## src/rtl/c1541_head_ctrl.sv

```systemverilog
`default_nettype none
// ============================================================================
// Module   : c1541_head_ctrl
// Purpose  : 1541 drive head stepper decoder, half-track position and save
//            requests. Optional settle FSM enabled by C1541_HEAD_SETTLE_EN.
// Revision : 1.0 - initial release
// ============================================================================
module c1541_head_ctrl #(
  parameter int MAX_HTRACK    = 84,
  parameter int RESET_HTRACK  = 36,
  parameter int SETTLE_CYCLES = 4096
) (
  input  logic       clk,
  input  logic       reset,
  input  logic       ce,
  input  logic [1:0] stp,
  input  logic       mtr,
  input  logic       act,
  input  logic       we,
  input  logic       img_mounted,
  output logic [6:0] track,
  output logic       tr00_sense_n,
  output logic       save_track,
  output logic       settling
);

  localparam logic [6:0] c_max_pos   = 7'(MAX_HTRACK);
  localparam logic [6:0] c_reset_pos = 7'(RESET_HTRACK);

  logic [1:0] r_stp_old;
  logic [6:0] r_pos;
  logic       r_img_prev;
  logic       r_modified;
  logic       r_save;

  logic [1:0] w_delta;
  logic       w_step;
  logic       w_step_in;
  logic       w_img_rise;

  // Phase delta of 01 is one step inward, 11 one step outward.
  always_comb begin
    w_delta    = stp - r_stp_old;
    w_step     = ce & mtr & w_delta[0];
    w_step_in  = (w_delta == 2'b01);
    w_img_rise = img_mounted & ~r_img_prev;
  end

  always_ff @(posedge clk) begin
    if (reset) begin
      r_stp_old  <= stp;
      r_pos      <= c_reset_pos;
      r_img_prev <= img_mounted;
    end else begin
      r_img_prev <= img_mounted;
      if (ce)
        r_stp_old <= stp;
      if (w_step) begin
        if (w_step_in) begin
          if (r_pos < c_max_pos)
            r_pos <= r_pos + 7'd1;
        end else if (r_pos != 7'd0) begin
          r_pos <= r_pos - 7'd1;
        end
      end
    end
  end

  // A fresh image discards pending writes; otherwise flush on a step or when idle.
  always_ff @(posedge clk) begin
    if (reset) begin
      r_modified <= 1'b0;
      r_save     <= 1'b0;
    end else if (w_img_rise) begin
      r_modified <= 1'b0;
    end else if (r_modified && (w_step || !act)) begin
      r_save     <= ~r_save;
      r_modified <= we;
    end else if (we) begin
      r_modified <= 1'b1;
    end
  end

`ifdef C1541_HEAD_SETTLE_EN
  typedef enum logic [0:0] {
    ST_IDLE   = 1'b0,
    ST_SETTLE = 1'b1
  } state_t;

  localparam int c_cnt_w = $clog2(SETTLE_CYCLES + 1);
  localparam logic [c_cnt_w-1:0] c_reload = c_cnt_w'(SETTLE_CYCLES - 1);

  state_t             r_state;
  logic [c_cnt_w-1:0] r_cnt;
  logic [6:0]         r_track;

  always_ff @(posedge clk) begin
    if (reset) begin
      r_state <= ST_IDLE;
      r_cnt   <= '0;
      r_track <= c_reset_pos;
    end else if (w_step) begin
      r_state <= ST_SETTLE;
      r_cnt   <= c_reload;
    end else if (ce && (r_state == ST_SETTLE)) begin
      if (r_cnt == '0) begin
        r_track <= r_pos;
        r_state <= ST_IDLE;
      end else begin
        r_cnt <= r_cnt - c_cnt_w'(1);
      end
    end
  end

  assign track    = r_track;
  assign settling = (r_state == ST_SETTLE);
`else
  assign track    = r_pos;
  assign settling = 1'b0;
`endif

  assign save_track   = r_save;
  assign tr00_sense_n = |track;

endmodule
`default_nettype wire

```

## config.mk

```make
export PLATFORM = sky130hd
export DESIGN_NAME = c1541_head_ctrl
export DESIGN_NICKNAME = d
export VERILOG_FILES = /design/src/rtl/c1541_head_ctrl.sv
export SDC_FILE = /design/constraint.sdc
export NUM_CORES = 1
export LEC_CHECK = 0
export CAP_MARGIN = 20
export CORE_MARGIN = 3
export CORE_UTILIZATION = 40
export DETAILED_ROUTE_END_ITERATION = 10
export GPL_ROUTABILITY_DRIVEN = 0
export PLACE_DENSITY = 0.67
export SYNTH_ARGS = -nofsm -noshare
export SYNTH_HDL_FRONTEND = slang
export SYNTH_SLANG_ARGS = --single-unit
```

## constraint.sdc

```tcl
create_clock -name clk -period 3.84 [get_ports clk]
set_clock_uncertainty 0.1 [all_clocks]
set_input_delay 0.96 -clock clk [delete_from_list [all_inputs] [get_ports clk]]
set_output_delay 0.96 -clock clk [all_outputs]
set_load 0.02 [all_outputs]
```

### Word level (Yosys, flattened, before mapping)

Index checks and enable logic that the tools add are counted.

| word-level totals | value |
|---|---|
| latch bits | 0 |
| memory bits (writable) | 0 |
| memories kept | 0 |
| word-level logic and storage cells | 35 |
| memory bits (read-only) | 0 |
| bits in registers | 12 |

| operators by class | value |
|---|---|
| eq/ne operators | 2 |
| multiply operators | 0 |
| div/mod/pow operators | 0 |
| add/sub/neg operators | 3 |
| reduce and logical (&&, ||, !) cells | 11 |
| $lt $le $gt $ge | 1 |
| shift operators | 0 |
| bitwise logic cells | 6 |
| mux-type cells | 7 |

Operators with widths:

| operator | number |
|---|---|
| $mux W7 | 3 |
| $add A7 B1 Y7 const B | 1 |
| $lt A7 B7 Y1 const B | 1 |
| $reduce_bool A7 Y1 | 1 |
| $reduce_or A7 Y1 | 1 |
| $sub A7 B1 Y7 const B | 1 |
| $reduce_bool A2 Y1 | 3 |
| $mux W2 | 2 |
| $and A1 B1 Y1 | 3 |
| $not A1 Y1 | 3 |
| $reduce_and A3 Y1 | 1 |
| $eq A2 B1 Y1 const B | 1 |
| $mux W1 | 2 |
| $ne A2 B1 Y1 const B | 1 |
| $reduce_and A2 Y1 | 1 |
| $reduce_or A2 Y1 | 1 |
| $sub A2 B2 Y2 | 1 |
| $logic_and A1 B1 Y1 | 1 |
| $logic_not A1 Y1 | 1 |
| $logic_or A1 B1 Y1 | 1 |

### Depth between registers and ports, before layout

| depth | value |
|---|---|
| word-level depth | 5 |
| mapped depth | 11 |
| depth with buffers taken out | 11 |

### Worst setup path after synthesis

No wires, ideal clock.

| path | value |
|---|---|
| kind | input to register |
| start | input port stp[0] |
| end | register r_pos[6], in the netlist track[6] |
| library setup time | 0.121 ns |
| arrival time | 3.269 ns |
| required time | 3.619 ns |
| cell stages on the path | 11 |
| path buffers | 0 |
| setup slack | 0.350 ns |
| path through | inv_1 ha_1 xor3_1 nor2_4 inv_1 fa_1 a211oi_1 o21bai_1 a21oi_1 mux2i_1 mux2_2 |

| between the ends | value |
|---|---|
| longest elaborated chain between the ends | 4 |
| elaborated cells on any way between the ends | 7 |
| classes of those cells | add/sub (1); eq/ne (2); mux (1); bitwise (1); reduce/logical (2) |

RTL lines:

| item | RTL line | text |
|---|---|---|
| start: declaration | 16 | `input logic [1:0] stp,` |
| $sub A2 B2 Y2 * | 43 | `w_delta = stp - r_stp_old;` |
| $eq A2 B1 Y1 | 45 | `w_step_in = (w_delta == 2'b01);` |
| $ne A2 B1 Y1 (no source line) / $reduce_bool A2 Y1 (equally long branches) | - |  |
| $reduce_and A3 Y1 (no source line) | - |  |
| end signal: assignment | 52 | `r_pos <= c_reset_pos;` |
| end signal: assignment | 61 | `r_pos <= r_pos + 7'd1;` |
| end signal: assignment | 63 | `r_pos <= r_pos - 7'd1;` |
| end: declaration | 31 | `logic [6:0] r_pos;` |

Mark *: on every way between the ends. The rest lies on a longest branch, timed or not.
A chain may end at the register's enable or synchronous reset.

### Worst setup path in the final report

Same ends and word-level chain as after synthesis.

==> parameters.txt <==
Parameter                              Value

Pwr
  Part of the power in registers    a little over a third
  Static Leakage    0.461 nW
  Share of total power in the clock network    17.8%
  Portion of total power attributed to combinational logic    47.1%
  Switching fraction of total power    34.5%
  Maximum vdd drop    241 uV
  Power density over the cells    roughly 420 mW/mm^2
  Cell-internal power    0.000292 W
  Net Sw Power    around 0.00015 W

STA
  Min Hold Slack    approximately 430 ps
  Number of hold violations in the final report    0
  Number of slew-limit violations in the final report    0
  RSZ-0062 raised after global routing    false
  Period Utilization, post-route    a little over nine tenths
  PnR worst setup slack    slightly below 200 ps
  Highest attainable clock frequency    274 MHz
  Post-route minimum period    3640 ps
  Setup-failing EPs final    0

Floorplanning
  Num ports    19
  Die height    around 50 um
  Chip width    50.3 um
  Effective utilization at floorplan    43.9%
  Die Outline Area    approximately 0.0025 mm^2
  Core area    0.00178 mm^2
  Rows    15

Global routing
  GRT Residual Overflow    0
  Pin count of the biggest net entering global routing    12
  Global-route wire length before repair    2.71 mm
  Initial antenna violation count    0
  Via count of the first global-routing pass    between 500 and 600
  Total global-route track usage    14.2%

Synthesis
  Multiplexer fraction of the synthesized cell area    a little under a tenth
  Area share of xor/xnor cells in the synthesized design    9.74%
  Post-Syn Nets    94
  Yosys warning total    0
  Netlist Area Pre-Place    783 um^2
  Number of instances in the synthesized netlist    77
  Area fraction of the dominant cell type after synthesis    25.6%
  Library cell occupying the most area in the post-synthesis netlist    sky130_fd_sc_hd__dfxtp_1
  Adder-cell share of the synthesized area    13.7%
  Unique cell type count in the Yosys netlist    32
  Dominant cells by area after synthesis    sky130_fd_sc_hd__dfxtp_1 26%, sky130_fd_sc_hd__ha_1 11%, sky130_fd_sc_hd__edfxtp_1 7.7%
  Sequential area share after synthesis    33.2%
  Synthesized area per cell    10.2 um^2
  Post-Synth Simple-Gate Area    13.1%
  Register bit total from synthesis    12
  Complex-gate fraction of the synthesized area    between 10% and 20%
  Dominant combinational cell family by area after synthesis    compound AO/OA/AOI/OAI gates

Finish
  Top library cells by usage in the layout, fill and taps aside    17 x sky130_fd_sc_hd__clkdlybuf4s50_1, 10 x sky130_fd_sc_hd__dfxtp_1, 8 x sky130_fd_sc_hd__buf_4, 7 x sky130_fd_sc_hd__ha_1
  Final design area excluding fillers    0.00106 mm^2
  Final net count    122
  Layout cells sized above 1    18.3%
  Number of antenna cells inserted    0
  Multi-input gate area    505 um^2
  Synth-to-Final Area Change    35.9%
  Fin cells    129
  Most frequent standard cell in the layout excluding fill and tap cells    sky130_fd_sc_hd__clkdlybuf4s50_1
  Final-layout fill cell count    163
  Storage element area    about 260 um^2

Outcome
  Outcome    completed

Clocking
  Number of buffers between clock root and the deepest sink    2
  Cts bufs inserted    3
  Number of buffers inserted by hold repair at cts    0
  Clk root buf    sky130_fd_sc_hd__clkbuf_4
  Worst-Skew Late Latency    270 ps
  Clock-pin slew on the worst setup and hold paths    ~80 ps
  Number of H-tree branching levels    1
  TritonCTS clock tree    yes
  Number of sinks handled by clock tree synthesis    12

Detailed routing
  ANT nets after route    0
  Vias per cell    between 4 and 5
  Avg WL per Cell    roughly 12 um
  Drc violations    0
  Drt first pass iters    4
  Total via count after detailed routing    632
  Total Wirelength    1.60 mm
  Number of design-rule violations left by the first detailed-router iteration    4

Place
  Input/output buffers    17
  Placed instance area    0.00103 mm^2
  Post-placement cell count    125
  Detailed placer's ending HPWL    1.27 mm
  Worst-case setup slack after placement    -121 ps

Worst setup path
  Max FO, Critical Path    4
  Worst Setup End Kind    flop
  Kind of critical path    in -> reg
  Required time worst endpoint    3900 ps
  Crit path launch type    input pin
  Arrival time at the worst endpoint    3710 ps

Flow run
  Number of maximum-capacitance constraint violations    0

Worst hold path
  Classification of the worst-slack hold path    reg -> reg
==> synthesized netlist by cell type (all sizes together) <==
| cell | n |
|---|---|
| dfxtp | 10 |
| nor2 | 8 |
| ha | 7 |
| a21oi | 6 |
| mux2i | 5 |
| a211oi | 4 |
| o21ai | 4 |
| xnor2 | 4 |
| inv | 3 |
| a21o | 2 |
| edfxtp | 2 |
| nand2 | 2 |
| nor2b | 2 |
| nor3 | 2 |
| o21bai | 2 |
| xor2 | 2 |
| a211o | 1 |
| a31oi | 1 |
| buf | 1 |
| clkbuf | 1 |
| conb | 1 |
| fa | 1 |
| mux2 | 1 |
| nand3b | 1 |
| nor4 | 1 |
| o211a | 1 |
| or2 | 1 |
| xor3 | 1 |
==> registers in the layout, indices dropped and copies added (netlist names) <==
signal      cells
track           7
r_stp_old       2
save_track      1
r_modified      1
r_img_prev      1
==> stage by stage <==
| stage | utilization (%) | total power, W | setup TNS (ps) |
|---|---|---|---|
| floorplan | - | 0.000293 | 0 |
| global placement | 58.0 | 0.000364 | -63.1 |
| detailed placement | 58.0 | 0.000366 | -121 |
| CTS | 59.4 | 0.000447 | 0 |
| global route | 59.7 | 0.000479 | 0 |
| finish | 59.7 | 0.000447 | 0 |
==> layer usage <==
metal / wire length (um) / track usage, % / vias up
met5: 0 / 0 / -
met4: 12 / 1.38 / 0
met3: 79 / 6.82 / 2
met2: 747 / 22.2 / 13
met1: 765 / 18.2 / 288
li1: - / - / 329
==> final timing paths <==
kind                           startpoint                      end  slack [ps]  cells past startpoint
setup / recovery                   stp[0]    track[6]$_SDFFE_PP0P_         200                     12
hold / removal    save_track$_SDFFE_PP0P_  save_track$_SDFFE_PP0P_         430                      2
setup reg to reg   r_stp_old[0]$_DFFE_PP_    track[6]$_SDFFE_PP0P_        1020                     10
hold reg to reg   save_track$_SDFFE_PP0P_  save_track$_SDFFE_PP0P_         430                      2
==> timing repair <==
| item | in CTS | in global routing |
|---|---|---|
| resized for setup | 0 | 1 |
| buffers inserted | 0 | 0 |
| setup endpoints to repair | 0 | 1 |
==> worst max-delay path, cell delays in order <==
cell	delay, ps
sky130_fd_sc_hd__clkdlybuf4s50_1	480
sky130_fd_sc_hd__inv_1	50
sky130_fd_sc_hd__ha_1	180
sky130_fd_sc_hd__xor3_1	410
sky130_fd_sc_hd__nor2_4	110
sky130_fd_sc_hd__inv_1	90
sky130_fd_sc_hd__fa_1	410
sky130_fd_sc_hd__a211oi_2	190
sky130_fd_sc_hd__o21bai_1	90
sky130_fd_sc_hd__a21oi_1	180
sky130_fd_sc_hd__mux2i_1	210
sky130_fd_sc_hd__mux2_2	340
==> cell type report <==
type / instances / share of cell area [%]
multi-input combinational: 60 / 47.5
sequential: 12 / 24.4
timing repair buffer: 25 / 21.6
tap: 25 / 2.94
clock buffer: 3 / 2.12
inverter: 3 / 1.06
clock inverter: 1 / 0.353
==> cells by family after synthesis <==
logic type	Yosys count
DFF	12
buffers and inverters	5
muxes	6
other	1
xor gates and xnor gates	7
adders and majority gates	8
and+or+nand+nor	17
AOI/OAI and AO/OA	21
==> power by group through the flow <==
stage	registers (W)	logic [W]	clock network, W
after floorplan	0.000167	0.000127	0
after global placement	0.000159	0.000205	0
after detailed placement	0.000159	0.000207	0
after CTS	0.000157	0.000208	0.0000824
after global routing	0.000159	0.000230	0.0000902
final	0.000157	0.000210	0.0000796
No activity file was read; power rests on OpenSTA's default activity.
